**src/rtl/pll_reset_sequencer_if.sv**
```systemverilog
// Signal bundle between the PLL reset sequencer and its environment.
// The slave side is the sequencer and the master side is whoever drives the PLL status inputs.
interface pll_reset_sequencer_if #(
    parameter int LOSS_CNT_W = 8
);
    logic                  restart_in;
    logic                  pll_lock_in;
    logic                  pll_lock_stdy_in;
    logic                  pll_stdy_rst_out;
    logic                  ser_reset_out;
    logic                  pix_reset_out;
    logic                  video_en_out;
    logic                  locked_out;
    logic                  timeout_out;
    logic [LOSS_CNT_W-1:0] loss_count_out;
    logic [2:0]            state_out;

    modport master (
        output restart_in, pll_lock_in, pll_lock_stdy_in,
        input  pll_stdy_rst_out, ser_reset_out, pix_reset_out, video_en_out,
               locked_out, timeout_out, loss_count_out, state_out
    );

    modport slave (
        input  restart_in, pll_lock_in, pll_lock_stdy_in,
        output pll_stdy_rst_out, ser_reset_out, pix_reset_out, video_en_out,
               locked_out, timeout_out, loss_count_out, state_out
    );
endinterface

```
**src/rtl/pll_reset_sequencer.sv**
```systemverilog
// Power-up / lock-loss sequencer for the video output PLL, clocked by the free-running reference.
// Holds serializer and pixel resets until lock is stable, then releases them in order.
module pll_reset_sequencer #(
    parameter int LOCK_STABLE_CYCLES  = 1024,
    parameter int LOCK_TIMEOUT_CYCLES = 65536,
    parameter int PIX_RELEASE_DELAY   = 16,
    parameter int STDY_RST_CYCLES     = 4,
    parameter int LOSS_CNT_W          = 8
) (
    input  logic                  clock_in,
    input  logic                  reset_in,
    pll_reset_sequencer_if.slave  bus
);

    localparam int MAX_AB = (LOCK_STABLE_CYCLES > LOCK_TIMEOUT_CYCLES) ?
                            LOCK_STABLE_CYCLES : LOCK_TIMEOUT_CYCLES;
    localparam int MAX_CD = (PIX_RELEASE_DELAY > STDY_RST_CYCLES) ?
                            PIX_RELEASE_DELAY : STDY_RST_CYCLES;
    localparam int MAX_P  = (MAX_AB > MAX_CD) ? MAX_AB : MAX_CD;
    localparam int CNT_W  = $clog2(MAX_P) + 1;

    localparam logic [CNT_W-1:0] C_STDY_LAST = CNT_W'(STDY_RST_CYCLES - 1);
    localparam logic [CNT_W-1:0] C_TO_LAST   = CNT_W'(LOCK_TIMEOUT_CYCLES - 1);
    localparam logic [CNT_W-1:0] C_STAB_LAST = CNT_W'(LOCK_STABLE_CYCLES - 1);
    localparam logic [CNT_W-1:0] C_PIX_LAST  = CNT_W'(PIX_RELEASE_DELAY - 1);

    typedef enum logic [2:0] {
        S_CLR  = 3'd0,
        S_WAIT = 3'd1,
        S_STAB = 3'd2,
        S_SER  = 3'd3,
        S_RUN  = 3'd4
    } state_t;

    state_t                r_state;
    state_t                w_next;
    logic [CNT_W-1:0]      r_cnt;
    logic [CNT_W-1:0]      w_cnt_next;
    logic                  r_lock_m, r_lock_s;
    logic                  r_stdy_m, r_stdy_s;
    logic                  r_stdy_rst;
    logic                  r_ser_rst;
    logic                  r_pix_rst;
    logic                  r_run;
    logic                  r_timeout;
    logic [LOSS_CNT_W-1:0] r_loss;
    logic                  w_loss_evt;
    logic                  w_timeout_evt;

    always_ff @(posedge clock_in or posedge reset_in) begin
        if (reset_in) begin
            r_lock_m <= 1'b0;
            r_lock_s <= 1'b0;
            r_stdy_m <= 1'b0;
            r_stdy_s <= 1'b0;
        end else begin
            r_lock_m <= bus.pll_lock_in;
            r_lock_s <= r_lock_m;
            r_stdy_m <= bus.pll_lock_stdy_in;
            r_stdy_s <= r_stdy_m;
        end
    end

    always_comb begin
        w_next        = r_state;
        w_loss_evt    = 1'b0;
        w_timeout_evt = 1'b0;
        if (bus.restart_in) begin
            w_next = S_CLR;
        end else begin
            case (r_state)
                // The pulse length counts only cycles where the pulse is actually high,
                // so the first cycle after reset (pulse still low) is not included.
                S_CLR: if (r_stdy_rst && (r_cnt == C_STDY_LAST)) w_next = S_WAIT;
                S_WAIT: begin
                    if (r_lock_s) begin
                        w_next = S_STAB;
                    end else if (r_cnt == C_TO_LAST) begin
                        w_next        = S_CLR;
                        w_timeout_evt = 1'b1;
                    end
                end
                S_STAB: begin
                    if (!r_lock_s)                 w_next = S_WAIT;
                    else if (!r_stdy_s)            w_next = S_CLR;
                    else if (r_cnt == C_STAB_LAST) w_next = S_SER;
                end
                S_SER: begin
                    if (!r_lock_s) begin
                        w_next     = S_CLR;
                        w_loss_evt = 1'b1;
                    end else if (r_cnt == C_PIX_LAST) begin
                        w_next = S_RUN;
                    end
                end
                S_RUN: begin
                    if (!r_lock_s) begin
                        w_next     = S_CLR;
                        w_loss_evt = 1'b1;
                    end
                end
                default: w_next = S_CLR;
            endcase
        end
    end

    always_comb begin
        w_cnt_next = r_cnt + CNT_W'(1);
        if (bus.restart_in || (w_next != r_state)) begin
            w_cnt_next = '0;
        end else if ((r_state == S_CLR && !r_stdy_rst) || r_state == S_RUN) begin
            w_cnt_next = r_cnt;
        end
    end

    always_ff @(posedge clock_in or posedge reset_in) begin
        if (reset_in) begin
            r_state <= S_CLR;
            r_cnt   <= '0;
        end else begin
            r_state <= w_next;
            r_cnt   <= w_cnt_next;
        end
    end

    always_ff @(posedge clock_in or posedge reset_in) begin
        if (reset_in) begin
            r_stdy_rst <= 1'b0;
            r_ser_rst  <= 1'b1;
            r_pix_rst  <= 1'b1;
            r_run      <= 1'b0;
            r_timeout  <= 1'b0;
            r_loss     <= '0;
        end else begin
            r_stdy_rst <= (w_next == S_CLR);
            r_ser_rst  <= !((w_next == S_SER) || (w_next == S_RUN));
            r_pix_rst  <= (w_next != S_RUN);
            r_run      <= (w_next == S_RUN);
            if (w_timeout_evt) begin
                r_timeout <= 1'b1;
            end else if ((w_next == S_SER) && (r_state != S_SER)) begin
                r_timeout <= 1'b0;
            end
            if (w_loss_evt && (r_loss != {LOSS_CNT_W{1'b1}})) begin
                r_loss <= r_loss + LOSS_CNT_W'(1);
            end
        end
    end

    assign bus.pll_stdy_rst_out = r_stdy_rst;
    assign bus.ser_reset_out    = r_ser_rst;
    assign bus.pix_reset_out    = r_pix_rst;
    assign bus.video_en_out     = r_run;
    assign bus.locked_out       = r_run;
    assign bus.timeout_out      = r_timeout;
    assign bus.loss_count_out   = r_loss;
    assign bus.state_out        = r_state;

endmodule

```
**src/flat_wrapper.sv**
```systemverilog
// flat-port wrapper written by rule: the top's interface ports become plain ports
module pll_reset_sequencer_flat 
#(
    parameter int LOCK_STABLE_CYCLES  = 1024,
    parameter int LOCK_TIMEOUT_CYCLES = 65536,
    parameter int PIX_RELEASE_DELAY   = 16,
    parameter int STDY_RST_CYCLES     = 4,
    parameter int LOSS_CNT_W          = 8
)
  (clock_in, reset_in, bus_restart_in, bus_pll_lock_in, bus_pll_lock_stdy_in, bus_pll_stdy_rst_out, bus_ser_reset_out, bus_pix_reset_out, bus_video_en_out, bus_locked_out, bus_timeout_out, bus_loss_count_out, bus_state_out);
  pll_reset_sequencer_if #(.LOSS_CNT_W(LOSS_CNT_W)) bus_i ();
  input  logic clock_in;
  input  logic reset_in;
  input wire logic [$bits(bus_i.restart_in)-1:0] bus_restart_in;
  input wire logic [$bits(bus_i.pll_lock_in)-1:0] bus_pll_lock_in;
  input wire logic [$bits(bus_i.pll_lock_stdy_in)-1:0] bus_pll_lock_stdy_in;
  output wire logic [$bits(bus_i.pll_stdy_rst_out)-1:0] bus_pll_stdy_rst_out;
  output wire logic [$bits(bus_i.ser_reset_out)-1:0] bus_ser_reset_out;
  output wire logic [$bits(bus_i.pix_reset_out)-1:0] bus_pix_reset_out;
  output wire logic [$bits(bus_i.video_en_out)-1:0] bus_video_en_out;
  output wire logic [$bits(bus_i.locked_out)-1:0] bus_locked_out;
  output wire logic [$bits(bus_i.timeout_out)-1:0] bus_timeout_out;
  output wire logic [$bits(bus_i.loss_count_out)-1:0] bus_loss_count_out;
  output wire logic [$bits(bus_i.state_out)-1:0] bus_state_out;
  assign bus_i.restart_in = bus_restart_in;
  assign bus_i.pll_lock_in = bus_pll_lock_in;
  assign bus_i.pll_lock_stdy_in = bus_pll_lock_stdy_in;
  assign bus_pll_stdy_rst_out = bus_i.pll_stdy_rst_out;
  assign bus_ser_reset_out = bus_i.ser_reset_out;
  assign bus_pix_reset_out = bus_i.pix_reset_out;
  assign bus_video_en_out = bus_i.video_en_out;
  assign bus_locked_out = bus_i.locked_out;
  assign bus_timeout_out = bus_i.timeout_out;
  assign bus_loss_count_out = bus_i.loss_count_out;
  assign bus_state_out = bus_i.state_out;
  pll_reset_sequencer #(.LOCK_STABLE_CYCLES(LOCK_STABLE_CYCLES), .LOCK_TIMEOUT_CYCLES(LOCK_TIMEOUT_CYCLES), .PIX_RELEASE_DELAY(PIX_RELEASE_DELAY), .STDY_RST_CYCLES(STDY_RST_CYCLES), .LOSS_CNT_W(LOSS_CNT_W)) u_core (.clock_in(clock_in), .reset_in(reset_in), .bus(bus_i));
endmodule
```
**config.mk**
```make
export PLATFORM = sky130hd
export DESIGN_NAME = pll_reset_sequencer_flat
export DESIGN_NICKNAME = d
export VERILOG_FILES = /design/src/rtl/pll_reset_sequencer_if.sv /design/src/rtl/pll_reset_sequencer.sv /design/src/flat_wrapper.sv
export SDC_FILE = /design/constraint.sdc
export NUM_CORES = 1
export LEC_CHECK = 0
export ABC_CLOCK_PERIOD_IN_PS = 6500
export BUFFER_PORTS_ARGS = -buffer_cell sky130_fd_sc_hd__buf_4
export CAP_MARGIN = 40
export CORE_MARGIN = 10
export CORE_UTILIZATION = 50
export CTS_CLUSTER_SIZE = 10
export DETAILED_ROUTE_END_ITERATION = 6
export GPL_TIMING_DRIVEN = 0
export HOLD_SLACK_MARGIN = 0.06
export PLACE_DENSITY = 0.74
export SKIP_LAST_GASP = 1
export SLEW_MARGIN = 30
export SYNTH_ARGS = -nofsm -noshare
export SYNTH_HDL_FRONTEND = slang
export SYNTH_SLANG_ARGS = --single-unit
```
**constraint.sdc**
```tcl
create_clock -name clock_in -period 6.5 [get_ports clock_in]
set_clock_uncertainty 0.15 [all_clocks]
set_input_delay 0.325 -clock clock_in [delete_from_list [all_inputs] [get_ports clock_in]]
set_output_delay 0.325 -clock clock_in [all_outputs]
set_load 0.02 [all_outputs]
```
# == After elaboration in Yosys (flattened, before gate mapping) ==
# Cells that the tools add are included.
# totals
regBits,37
input_bits,5
output_inout_bits,17
word_cells,64
# classes
addsub,2
eq_ne,15
mux,22
reduce_logical,13
# ops
cell,count
$mux W17,2
$mux W3,10
$add A17 B1 Y17 const B,1
$eq A17 B10 Y1 const B,1
$eq A17 B16 Y1 const B,1
$eq A17 B2 Y1 const B,1
$eq A17 B4 Y1 const B,1
$pmux W3 S5,1
$eq A3 B2 Y1 const B,3
$mux W1,9
$add A8 B1 Y8 const B,1
$ne A8 B8 Y1 const B,1
$eq A3 B3 Y1 const B,2
$logic_not A3 Y1,2
$logic_and A1 B1 Y1,4
$eq A3 B1 Y1 const B,1
$logic_or A1 B1 Y1,3
$ne A3 B2 Y1 const B,1
$ne A3 B3 Y1,1
$ne A3 B3 Y1 const B,1
$logic_not A1 Y1,2
$ne A2 B1 Y1 const B,1
$reduce_bool A2 Y1,1
$reduce_or A2 Y1,1

# == Depth between registers and ports, before layout ==
# Gate-level depths: netlist (run 1).
# logic_depth
depth_word,10
ltp_mapped,11
ltp_nobuf,10

# == Least setup slack after synthesis (run 1) ==
# No wires, ideal clock.
# synth_timing
path_kind,register to register
start,register u_core.r_cnt[4]
end,register u_core.r_cnt[8]
setup_time_ns,0.069
t_arrival_ns,2.033
required_time_ns,6.281
path_slack_ns,4.248
stages_incl_launch_ff,11
n_path_buf,1
synth_period_minus_slack_ns,2.252
cell_sequence,dfrtp_1 and4_1 nand4_1 nor3_1 ha_1 nor3b_1 o21ai_0 o31a_1 o2111ai_4 buf_12 nor2_2
# synth_via
elab_chain_len,9
word_cells_on_any_way,21
cone_classes,add/sub (1); eq/ne (6); mux (12); reduce/logical (2)
# synth_lines
element,line,rtl
start: declaration,pll_reset_sequencer.sv:37,logic [CNT_W-1:0] r_cnt;
start signal: assignment,pll_reset_sequencer.sv:122,r_cnt <= w_cnt_next;
$eq A17 B10 Y1,pll_reset_sequencer.sv:86,else if (r_cnt == C_STAB_LAST) w_next = S_SER;
$mux W3,pll_reset_sequencer.sv:86,
$mux W3,pll_reset_sequencer.sv:85,else if (!r_stdy_s) w_next = S_CLR;
$mux W3,pll_reset_sequencer.sv:84,if (!r_lock_s) w_next = S_WAIT;
$pmux W3 S5,pll_reset_sequencer.sv:71,case (r_state)
$mux W3,pll_reset_sequencer.sv:68,if (bus.restart_in) begin
$ne A3 B3 Y1,pll_reset_sequencer.sv:109,if (bus.restart_in || (w_next != r_state)) begin
$logic_or A1 B1 Y1,pll_reset_sequencer.sv:109,
$ne A2 B1 Y1 (no line) or $mux W17 (tied branches),n/a,
# Parallel ways exist; a longest one is shown, timed or not. The select of a mux whose other input is x is not followed.
# A chain may end at the register's enable or synchronous reset.

# == Worst setup path in the final report (run 1) ==
# layout_timing
start,register u_core.r_cnt[4]
end,register u_core.r_cnt[6]
# Same word-level chain as after synthesis.

==> reports/summary.json, run 1 <==
{
  "htreeDepth": 2,
  "vias": 1458,
  "layout_common_cells": "sky130_fd_sc_hd__dfrtp_1, sky130_fd_sc_hd__buf_4, sky130_fd_sc_hd__xnor2_1, sky130_fd_sc_hd__nand2_1, sky130_fd_sc_hd__nor2_1",
  "power.leakage_nw": 0.989,
  "global_route_wire_length_before_repair_um": 6880,
  "slowest_stage": "sky130_fd_sc_hd__dfrtp_1",
  "drc": 0,
  "post_synth_instance_area_um2": 1990,
  "initial_utilization_pct": 53.0,
  "netSwitchingFraction_pct": 29.8,
  "async_reset_ff_share_pct": 100,
  "grt_setup_unrepaired": "false",
  "cp_slowest_stage_delay_ns": 0.46,
  "totalNegativeSetupSlack_ns": 0,
  "fin_crit_ns": 2.67,
  "power.ir.vdd_worst_mv": 0.205,
  "dieWidth_um": 83.0,
  "tightestPinTransition_ns": 0.743,
  "timing.critical_path.cells": "and4_1, nand4_1, nor3_1, ha_1, nor3b_1, o21ai_0, o31a_1, o2111ai_4, buf_12, nor2_2",
  "timing.critical_path.to_type": "register",
  "post_drt_wl_per_cell_um": 15.2,
  "layout_worst_path_cycle_share_pct": 41.0,
  "die_height_um": 83.0,
  "worst-endpoint-arrival_ns": 2.74,
  "status": "finished clean",
  "die-area_um2": 6890,
  "post_dp_cell_area_um2": 2200,
  "grt-ovfl-total": 0,
  "place_congestion": 0.907,
  "slew_viol_final": 0,
  "max_clock_freq_ghz": 0.375,
  "combPwrFrac_pct": 18.4,
  "tritoncts.num_buffers": 5,
  "critical_path_required_ns": 6.58,
  "yosys_register_bits": 37,
  "report.power.total_uw": 506,
  "ys_dominant_reg_cell": "sky130_fd_sc_hd__dfrtp_1",
  "total_grt_usage_pct": 11.7,
  "vias_per_cell": 5.50,
  "synth_cells": 186,
  "row_count": 22,
  "syn_area_per_cell_um2": 10.7,
  "stdcell_area_um2": 2320,
  "clk_transition_reported_paths_ns": 0.07,
  "seqPwrFrac_pct": 50.3,
  "cellInternalPower_uw": 355,
  "synth_enable_flop_cells": 0,
  "drt_pre_antenna_iters": 4,
  "dpl.cell_count": 254,
  "design.portCount": 22,
  "cap_viol_max_count": 0,
  "grt_antenna_before_repair": 0,
  "ys_seq_area_share_pct": 46.8,
  "clk_root_buffer_cell": "sky130_fd_sc_hd__clkbuf_8",
  "areaGrowthSynthToFinish_pct": 16.7,
  "yosysWarningCount": 0,
  "critPathKind": "register to register",
  "postCtsSetupRepairBufs": 0,
  "clkPwrFrac_pct": 31.2,
  "cp_max_fo": 10,
  "grt_pass1_vias": 1469,
  "setup_viol": 0,
  "grt_start_max_net_pins": 38,
  "max-slew-margin-rel_pct": 50.4,
  "final_antenna_net_count": 0,
  "post_route_cells_drive_above_1_share_pct": 26.3,
  "design.final.nets": 224,
  "postSynthNetCount": 194,
  "post_synth_num_cell_types": 49,
  "stdcell_count": 265,
  "final_core_util_pct": 61.9,
  "wl_um": 4020,
  "clkSinkCount": 37,
  "clock_latency_ns": 0.29,
  "p_switching_uw": 151,
  "floorplan.core_area_um2": 3740,
  "drt_iter0_drc": 116,
  "portBuffers": 20,
  "diodes": 0,
  "power.density_cell_area_nw_per_um2": 218,
  "clock_path_buffers": 2,
  "place_hpwl_um": 3010,
  "most_common_cell_after_layout_fill_and_taps_aside": "sky130_fd_sc_hd__dfrtp_1",
  "cts_tree": "yes",
  "hold_path_class": "register to register",
  "timing.critical_path.from_type": "register",
  "timing_hold_violations_final": 0
}
[cells by family after synthesis]
group / after synthesis / synth area share (%)
buffers and inverters: 12 / 3.53
and+or+nand+nor: 90 / 28.4
xor gates and xnor gates: 22 / 9.70
adders and majority gates: 3 / 1.89
muxes: 1 / 0.567
DFF: 37 / 46.8
AOI/OAI and AO/OA: 21 / 9.20
[worst paths after layout]
check                           startpoint                            to  slack (ns)  cells past startpoint
max reg2reg                u_core.r_cnt[4]               u_core.r_cnt[6]        3.83                     10
max                        u_core.r_cnt[4]               u_core.r_cnt[6]        3.83                     10
max in group asynchronous         reset_in               u_core.r_cnt[1]        5.14                      3
min                        u_core.r_stdy_m               u_core.r_stdy_s        0.21                      0
min reg2reg                u_core.r_stdy_m               u_core.r_stdy_s        0.21                      0
min in group asynchronous         reset_in  u_core.bus.loss_count_out[1]        0.59                      3
[sequential cells by signal (all words and copies together), names as in the netlist]
register / count
u_core.bus.timeout_out: 1
u_core.bus.ser_reset_out: 1
u_core.bus.pix_reset_out: 1
u_core.bus.locked_out: 1
u_core.r_stdy_m: 1
u_core.r_stdy_s: 1
u_core.bus.loss_count_out: 8
u_core.r_lock_m: 1
u_core.bus.pll_stdy_rst_out: 1
u_core.bus.state_out: 3
u_core.r_cnt: 17
u_core.r_lock_s: 1
[power groups by stage]
stage | clock network, mW | registers, mW | logic [mW]
floorplan | 0 | 0.259 | 0.0678
global route | 0.175 | 0.256 | 0.103
detailed placement | 0 | 0.259 | 0.0914
finish | 0.158 | 0.254 | 0.0932
CTS | 0.163 | 0.254 | 0.0935
global placement | 0 | 0.258 | 0.0890
[metrics by stage]
step                setup slack (ns)  hold slack [ns]
global placement                3.89            0.185
floorplan                       4.25            0.181
global route                    3.56            0.220
CTS                             3.84            0.214
detailed placement              3.88            0.196
finish                          3.83            0.209
[final cells by class]
class / count / area (µm²)
sequential: 37 / 928
clock buffer: 5 / 68.8
timing repair buffer: 23 / 180
tap: 48 / 60.1
inverter: 5 / 18.8
multi-input combinational: 137 / 987
buffer: 7 / 51.3
fill: 321 / 1430
clock inverter: 3 / 22.5
[synthesized netlist by cell type (2+ instances only)]
library cell | number | area share, %
sky130_fd_sc_hd__a21oi_1 | 5 | 1.3
sky130_fd_sc_hd__and3_1 | 3 | 0.95
sky130_fd_sc_hd__and3b_1 | 2 | 0.88
sky130_fd_sc_hd__and4_1 | 4 | 1.8
sky130_fd_sc_hd__buf_2 | 3 | 0.76
sky130_fd_sc_hd__dfrtp_1 | 35 | 44
sky130_fd_sc_hd__dfstp_2 | 2 | 2.6
sky130_fd_sc_hd__ha_1 | 3 | 1.9
sky130_fd_sc_hd__inv_1 | 5 | 0.95
sky130_fd_sc_hd__nand2_1 | 14 | 2.6
sky130_fd_sc_hd__nand2b_1 | 4 | 1.3
sky130_fd_sc_hd__nand3_1 | 10 | 2.5
sky130_fd_sc_hd__nand4_1 | 10 | 3.2
sky130_fd_sc_hd__nor2_1 | 11 | 2.1
sky130_fd_sc_hd__nor2_2 | 10 | 3.2
sky130_fd_sc_hd__nor3_1 | 4 | 1.0
sky130_fd_sc_hd__nor4_4 | 2 | 2.1
sky130_fd_sc_hd__nor4bb_1 | 2 | 1.0
sky130_fd_sc_hd__o21a_1 | 3 | 1.1
sky130_fd_sc_hd__o21ai_0 | 3 | 0.76
sky130_fd_sc_hd__or3_1 | 3 | 0.95
sky130_fd_sc_hd__xnor2_1 | 15 | 6.6
sky130_fd_sc_hd__xor2_1 | 7 | 3.1
[worst max-delay path, delay by kind of cell (launching register included)]
family | cells | cell delay [ns]
simple gates | 5 | 0.86
fa+ha+maj | 1 | 0.22
flops | 1 | 0.46
buf+inv | 1 | 0.23
compound gates | 3 | 0.67
[repair_timing]
| item | CTS | global route |
|---|---|---|
| gates resized for setup | 0 | 0 |
| hold buffers | 3 | 0 |
| hold endpoints to repair | 37 | 0 |
[layer usage]
metal | vias up | wire (µm) | track usage, %
li1 | 722 | - | -
met1 | 702 | 1850 | 14.0
met2 | 27 | 1940 | 18.9
met3 | 7 | 169 | 4.00
met4 | 0 | 63 | 4.15
met5 | - | 0 | 0
(Power assumes the default switching activity.)
==> inputs of run 2 (changes only) <==
ABC_CLOCK_PERIOD_IN_PS = 2150   (was 6500)
PLACE_DENSITY = 0.76   (was 0.74)
clock period = 2.15 ns   (was 6.5 ns; I/O delays follow)
==> run 2 against run 1 <==
The run now ends with setup timing left. Cell count is 6.8% higher. Wire length is 11% higher. First-iteration DRC count stayed put. Clock-buffer cell count stayed put. Sequential cell count stayed put. Cell area is 12% higher. Non-clock buffer count is 18 higher. Via count is 8.3% higher. Power grew to 3.7 times the previous value. Largest cell class unchanged. Sequential power grew to 3.0 times the previous value. Global-route usage is 0.84 points higher. Highest routed layer unchanged. Worst hold slack worse by 0.080 ns.
==> reports/summary.json, run 2 (synthesis gave the netlist of run 1 again) <==
{
  "post_route_cells_drive_above_1_share_pct": 38.7,
  "final_layout_worst_hold_slack_ns": 0.129,
  "grt_start_max_net_pins": 38,
  "clock_latency_ns": 0.29,
  "grt-ovfl-total": 0,
  "drt_pre_antenna_iters": 4,
  "diodes": 0,
  "die-area_um2": 6890,
  "portBuffers": 20,
  "design.final.nets": 242,
  "status": "finished with violations",
  "holdPathStages": 4,
  "layout_common_cells": "sky130_fd_sc_hd__buf_4, sky130_fd_sc_hd__dfrtp_1, sky130_fd_sc_hd__xnor2_1, sky130_fd_sc_hd__nand2_1, sky130_fd_sc_hd__nor2_2",
  "cts_tree": "yes",
  "rr_worst_depth": 11,
  "clock_path_buffers": 2,
  "wl_um": 4450,
  "htreeDepth": 2,
  "grt_setup_unrepaired": "true",
  "drc": 0,
  "crit_path_start": "u_core.r_cnt[4]",
  "layout_worst_path_cycle_share_pct": 110,
  "combPwrFrac_pct": 20.1,
  "power.density_cell_area_nw_per_um2": 715,
  "fin_crit_ns": 2.36,
  "min-delay-start": "bus_restart_in",
  "final_core_util_pct": 69.3,
  "multi_input_comb_area_um2": 1040,
  "tritoncts.num_buffers": 5,
  "worstReg2RegStart": "u_core.r_cnt[4]",
  "cellInternalPower_mw": 1.36,
  "reg2reg_slack_ns": -0.21,
  "grt_antenna_before_repair": 0,
  "p_switching_uw": 490,
  "clk_transition_reported_paths_ns": 0.07,
  "most_common_cell_after_layout_fill_and_taps_aside": "sky130_fd_sc_hd__buf_4",
  "postLayoutSetupSlackWorst_ns": -0.208,
  "worstReg2RegEnd": "u_core.r_cnt[0]",
  "max_clock_freq_ghz": 0.424,
  "n_fill_cell": 290,
  "timing.critical_path.to_type": "register",
  "grt_pass1_vias": 1563,
  "worst-endpoint-arrival_ns": 2.39,
  "row_count": 22,
  "hold_path_class": "input pin to register",
  "power.ir.vdd_worst_mv": 0.415,
  "registers.top_by_ff_count": "u_core.r_cnt",
  "cap_viol_max_count": 0,
  "total_grt_usage_pct": 12.5,
  "dieWidth_um": 83.0,
  "clk_root_buffer_cell": "sky130_fd_sc_hd__clkbuf_8",
  "vias": 1579,
  "design.portCount": 22,
  "power.leakage_nw": 1.12,
  "critical_path_required_ns": 2.18,
  "clkSinkCount": 37,
  "critPathKind": "register to register",
  "areaGrowthSynthToFinish_pct": 30.6,
  "netSwitchingFraction_pct": 26.4,
  "post_drt_wl_per_cell_um": 15.7,
  "initial_utilization_pct": 53.0,
  "timing_hold_violations_final": 0,
  "place_congestion": 0.852,
  "place_hpwl_um": 2940,
  "failed_checks": "setup timing",
  "tightestPinTransition_ns": 0.571,
  "final_antenna_net_count": 0,
  "largest_register_ff_count": 17,
  "seqPwrFrac_pct": 41.7,
  "cp_max_fo": 10,
  "die_height_um": 83.0,
  "vias_per_cell": 5.58,
  "timing.critical_path.from_type": "register",
  "global_route_wire_length_before_repair_um": 7400,
  "setup_viol": 19,
  "clkPwrFrac_pct": 38.2,
  "slew_viol_final": 0,
  "ff_latch_area_um2": 933,
  "drt_iter0_drc": 116,
  "floorplan.core_area_um2": 3740,
  "max-slew-margin-rel_pct": 61.9,
  "worst_hold_path.endpoint": "u_core.bus.timeout_out"
}
==> run 2: cell count changes in the layout (fill, tap and decap cells not counted), moves of 2 or more <==
cell                         change
sky130_fd_sc_hd__nor2_2          +2
sky130_fd_sc_hd__clkinvlp_4      -3
sky130_fd_sc_hd__ha_1            -2
sky130_fd_sc_hd__dfrtp_2         +4
sky130_fd_sc_hd__bufinv_16       +2
sky130_fd_sc_hd__nor2_1          -3
sky130_fd_sc_hd__buf_4          +17
sky130_fd_sc_hd__dfrtp_1         -4
==> run 2: power by group through the flow <==
| stage | registers, mW | logic [mW] | clock network [mW] |
|---|---|---|---|
| finish | 0.773 | 0.372 | 0.709 |
| global placement | 0.780 | 0.272 | 0 |
| global route | 0.778 | 0.405 | 0.755 |
| CTS | 0.765 | 0.346 | 0.715 |
| detailed placement | 0.782 | 0.278 | 0 |
| floorplan | 0.784 | 0.207 | 0 |
==> run 2: routing by layer <==
metal	global-route usage, %	wire (µm)	up-vias
met5	0	0	-
met4	3.85	55	0
met3	4.39	264	5
met2	19.8	2190	54
met1	15.5	1950	758
li1	-	-	762
==> run 2: critical path, stage by stage, from the launching register on <==
cell and delay, ns:
sky130_fd_sc_hd__dfrtp_2 0.37, sky130_fd_sc_hd__and4_4 0.23, sky130_fd_sc_hd__nand4_1 0.14, sky130_fd_sc_hd__nor3_2 0.15, sky130_fd_sc_hd__ha_2 0.22, sky130_fd_sc_hd__buf_4 0.11
sky130_fd_sc_hd__o41ai_2 0.05, sky130_fd_sc_hd__a22oi_1 0.26, sky130_fd_sc_hd__o31ai_4 0.14, sky130_fd_sc_hd__o2111ai_4 0.19, sky130_fd_sc_hd__buf_12 0.19, sky130_fd_sc_hd__nor2_2 0.04
==> run 2: worst max path at each step <==
stage / slack, ns / to / depth (start not counted)
finish: -0.21 / u_core.r_cnt[0] / 11
global route: -0.31 / u_core.r_cnt[13] / 10
CTS: -0.15 / u_core.r_cnt[2] / 10
detailed placement: -0.42 / u_core.r_cnt[2] / 10
global placement: -0.39 / u_core.r_cnt[8] / 10
floorplan: -0.02 / u_core.r_cnt[8] / 10
==> run 2: cell type report <==
class	instances	share of cell area (%)
well taps	48	2.32
flip-flops and latches	37	36.0
inverters	5	0.724
clock buffers	5	2.65
clock inverters	3	2.51
repair buffers	42	13.7
plain buffers	6	1.83
multi-input cells	137	40.3
==> run 2: what timing repair did <==
item	4_1_cts	5_1_grt
resized for setup	12	4
setup buffers	15	3
pin swaps	7	5
hold buffers	3	0
hold endpoints to repair	37	0
endpoints found under the setup margin	19	26
==> run 2: per-stage QoR <==
stage	power, mW	cell area [µm²]	std cells	setup TNS, ns	worst slack (ns)
2_1_floorplan	0.991	1990	186	-0.252	-0.0230
3_3_place_gp	1.05	2200	254	-5.81	-0.386
3_5_place_dp	1.06	2200	254	-6.08	-0.418
4_1_cts	1.83	2520	279	-2.07	-0.149
5_1_grt	1.94	2590	283	-5.22	-0.310
6_report	1.85	2590	283	-3.39	-0.208
==> inputs of run 3 (changes only) <==
SETUP_SLACK_MARGIN = 0.3   (was default)
==> run 3 against run 2 <==
The flow still finishes with violations (setup timing). Critical path depth shrank 1. Via count up 6.9%. Clock power is 35% lower. Non-clock buffer count grew 13. Clock-buffer cell count up 2. Critical endpoint is now u_core.r_cnt[16]. Highest routed layer unchanged.
==> reports/summary.json, run 3 (synthesis gave the netlist of run 1 again) <==
{
  "cap_viol_max_count": 0,
  "grt_pass1_vias": 1713,
  "failed_checks": "setup timing",
  "htreeDepth": 2,
  "grt_antenna_before_repair": 0,
  "tightestPinTransition_ns": 0.552,
  "row_count": 22,
  "layout_worst_path_cycle_share_pct": 114,
  "largest_register_ff_count": 17,
  "stdcell_area_um2": 2790,
  "clock_latency_ns": 0.29,
  "power.leakage_nw": 1.17,
  "total_grt_usage_pct": 14.2,
  "critical_path_required_ns": 2.19,
  "registers.top_by_ff_count": "u_core.r_cnt",
  "dpl.cell_count": 254,
  "place_congestion": 0.864,
  "max-slew-margin-rel_pct": 63.1,
  "worst-endpoint-arrival_ns": 2.49,
  "report.power.total_mw": 1.73,
  "timing_hold_violations_final": 0,
  "die_height_um": 83.0,
  "clkSinkCount": 37,
  "design.final.nets": 255,
  "clk_root_buffer_cell": "sky130_fd_sc_hd__clkbuf_8",
  "post_dp_cell_area_um2": 2220,
  "cp_slowest_stage_delay_ns": 0.35,
  "design.portCount": 22,
  "grt_use_met3_pct": 3.52,
  "cp_max_fo": 7,
  "grt_setup_unrepaired": "true",
  "most_common_cell_after_layout_fill_and_taps_aside": "sky130_fd_sc_hd__buf_4",
  "grt_busiest_layer": "met2",
  "critPathKind": "register to register",
  "postLayoutSetupSlackWorst_ns": -0.298,
  "global_route_wire_length_before_repair_um": 8420,
  "grt_util_met2_pct": 23.7,
  "final_antenna_net_count": 0,
  "setup_viol": 19,
  "vias_per_cell": 5.70,
  "grt_use_met1_pct": 17.3,
  "floorplan.core_area_um2": 3740,
  "clk_transition_reported_paths_ns": 0.07,
  "post_drt_wl_per_cell_um": 17.6,
  "drc": 0,
  "drt_pre_antenna_iters": 4,
  "portBuffers": 20,
  "dieWidth_um": 83.0,
  "vias": 1688,
  "grt-ovfl-total": 0,
  "status": "finished with violations",
  "cts_tree": "yes",
  "max_clock_freq_ghz": 0.408,
  "timing.critical_path.to_type": "register",
  "totalNegativeSetupSlack_ns": -4.51,
  "initial_utilization_pct": 53.0,
  "post_route_cells_drive_above_1_share_pct": 48.8,
  "tritoncts.num_buffers": 5,
  "areaGrowthSynthToFinish_pct": 40.4,
  "power.density_cell_area_nw_per_um2": 620,
  "power.ir.vdd_worst_mv": 0.417,
  "timing.critical_path.from_type": "register",
  "stdcell_count": 296,
  "hold_path_class": "input pin to async pin",
  "layout_common_cells": "sky130_fd_sc_hd__buf_4, sky130_fd_sc_hd__dfrtp_1, sky130_fd_sc_hd__xnor2_1, sky130_fd_sc_hd__nand2_1, sky130_fd_sc_hd__dfrtp_2",
  "slew_viol_final": 0,
  "clock_path_buffers": 2,
  "slowest_stage": "sky130_fd_sc_hd__dfrtp_1",
  "wl_um": 5200,
  "diodes": 0,
  "place_hpwl_um": 2930,
  "grt_start_max_net_pins": 38,
  "drt_iter0_drc": 242,
  "timing.critical_path.cells": "clkbuf_2, nand3_1, nor3_2, ha_2, nor3b_1, o21ai_1, o31a_1, o2111ai_4, buf_6, a211oi_1",
  "die-area_um2": 6890,
  "fin_crit_ns": 2.45
}
[run 3: cell types whose count changed in the layout (fill, tap and decap cells not counted), sizes merged]
cell | previous run | this run
buf | 44 | 56
clkbuf | 6 | 9
bufinv | 2 | 0
[run 3: metrics by stage]
step	util, %	worst slack (ns)	hold WS (ns)
finish	74.5	-0.298	0.106
global route	74.5	-0.421	0.106
CTS	70.1	-0.157	0.113
detailed placement	59.2	-0.403	0.0714
global placement	59.2	-0.388	0.0668
floorplan	-	-0.0171	-0.0111
[run 3: critical path, delay by kind of cell (launching register included)]
family                     cells  cell delay (ns)
AOI/OAI and AO/OA              4             0.79
and+or+nand+nor                3             0.45
buffers and inverters          2             0.37
DFF                            1             0.35
adders and majority gates      1             0.24
[run 3: power by group]
part	internal, mW	switching [mW]	leakage (nW)	total [mW]
Combinational	0.248	0.239	0.655	0.487
Clock	0.227	0.237	0.0422	0.464
Sequential	0.732	0.0454	0.472	0.778
[run 3: layout make-up]
class	instances	area (µm²)
timing repair buffer	54	485
sequential	37	943
multi-input combinational	137	1130
tap	48	60.1
inverter	5	18.8
buffer	7	67.6
fill	256	956
clock inverter	1	5.00
clock buffer	7	76.3
[run 3: worst paths after layout]
kind / from / end / slack [ns] / depth (start not counted)
min: reset_in / u_core.r_cnt[14] / 0.11 / 3
min in group clock_in: bus_restart_in / u_core.bus.timeout_out / 0.11 / 4
min reg2reg: u_core.r_stdy_m / u_core.r_stdy_s / 0.20 / 0
max in group asynchronous: reset_in / u_core.bus.pix_reset_out / 1.28 / 4
max: u_core.r_cnt[8] / u_core.r_cnt[16] / -0.30 / 10
max reg2reg: u_core.r_cnt[8] / u_core.r_cnt[16] / -0.30 / 10
[run 3: metal layers]
layer  routed length (µm)  part of all wire (%)  vias to the layer above
li1                     -                     -                      785
met1                 2210                    43                      844
met2                 2690                    52                       51
met3                  223                   4.3                        8
met4                   73                   1.4                        0
met5                    0                     0                        -
[run 3: what timing repair did]
item,CTS,global route
resized for setup,22,24
hold buffers,3,0
setup buffers,22,7
pin swaps,4,9
endpoints found under the hold margin,37,0
setup endpoints to repair,28,31
cloned,1,0
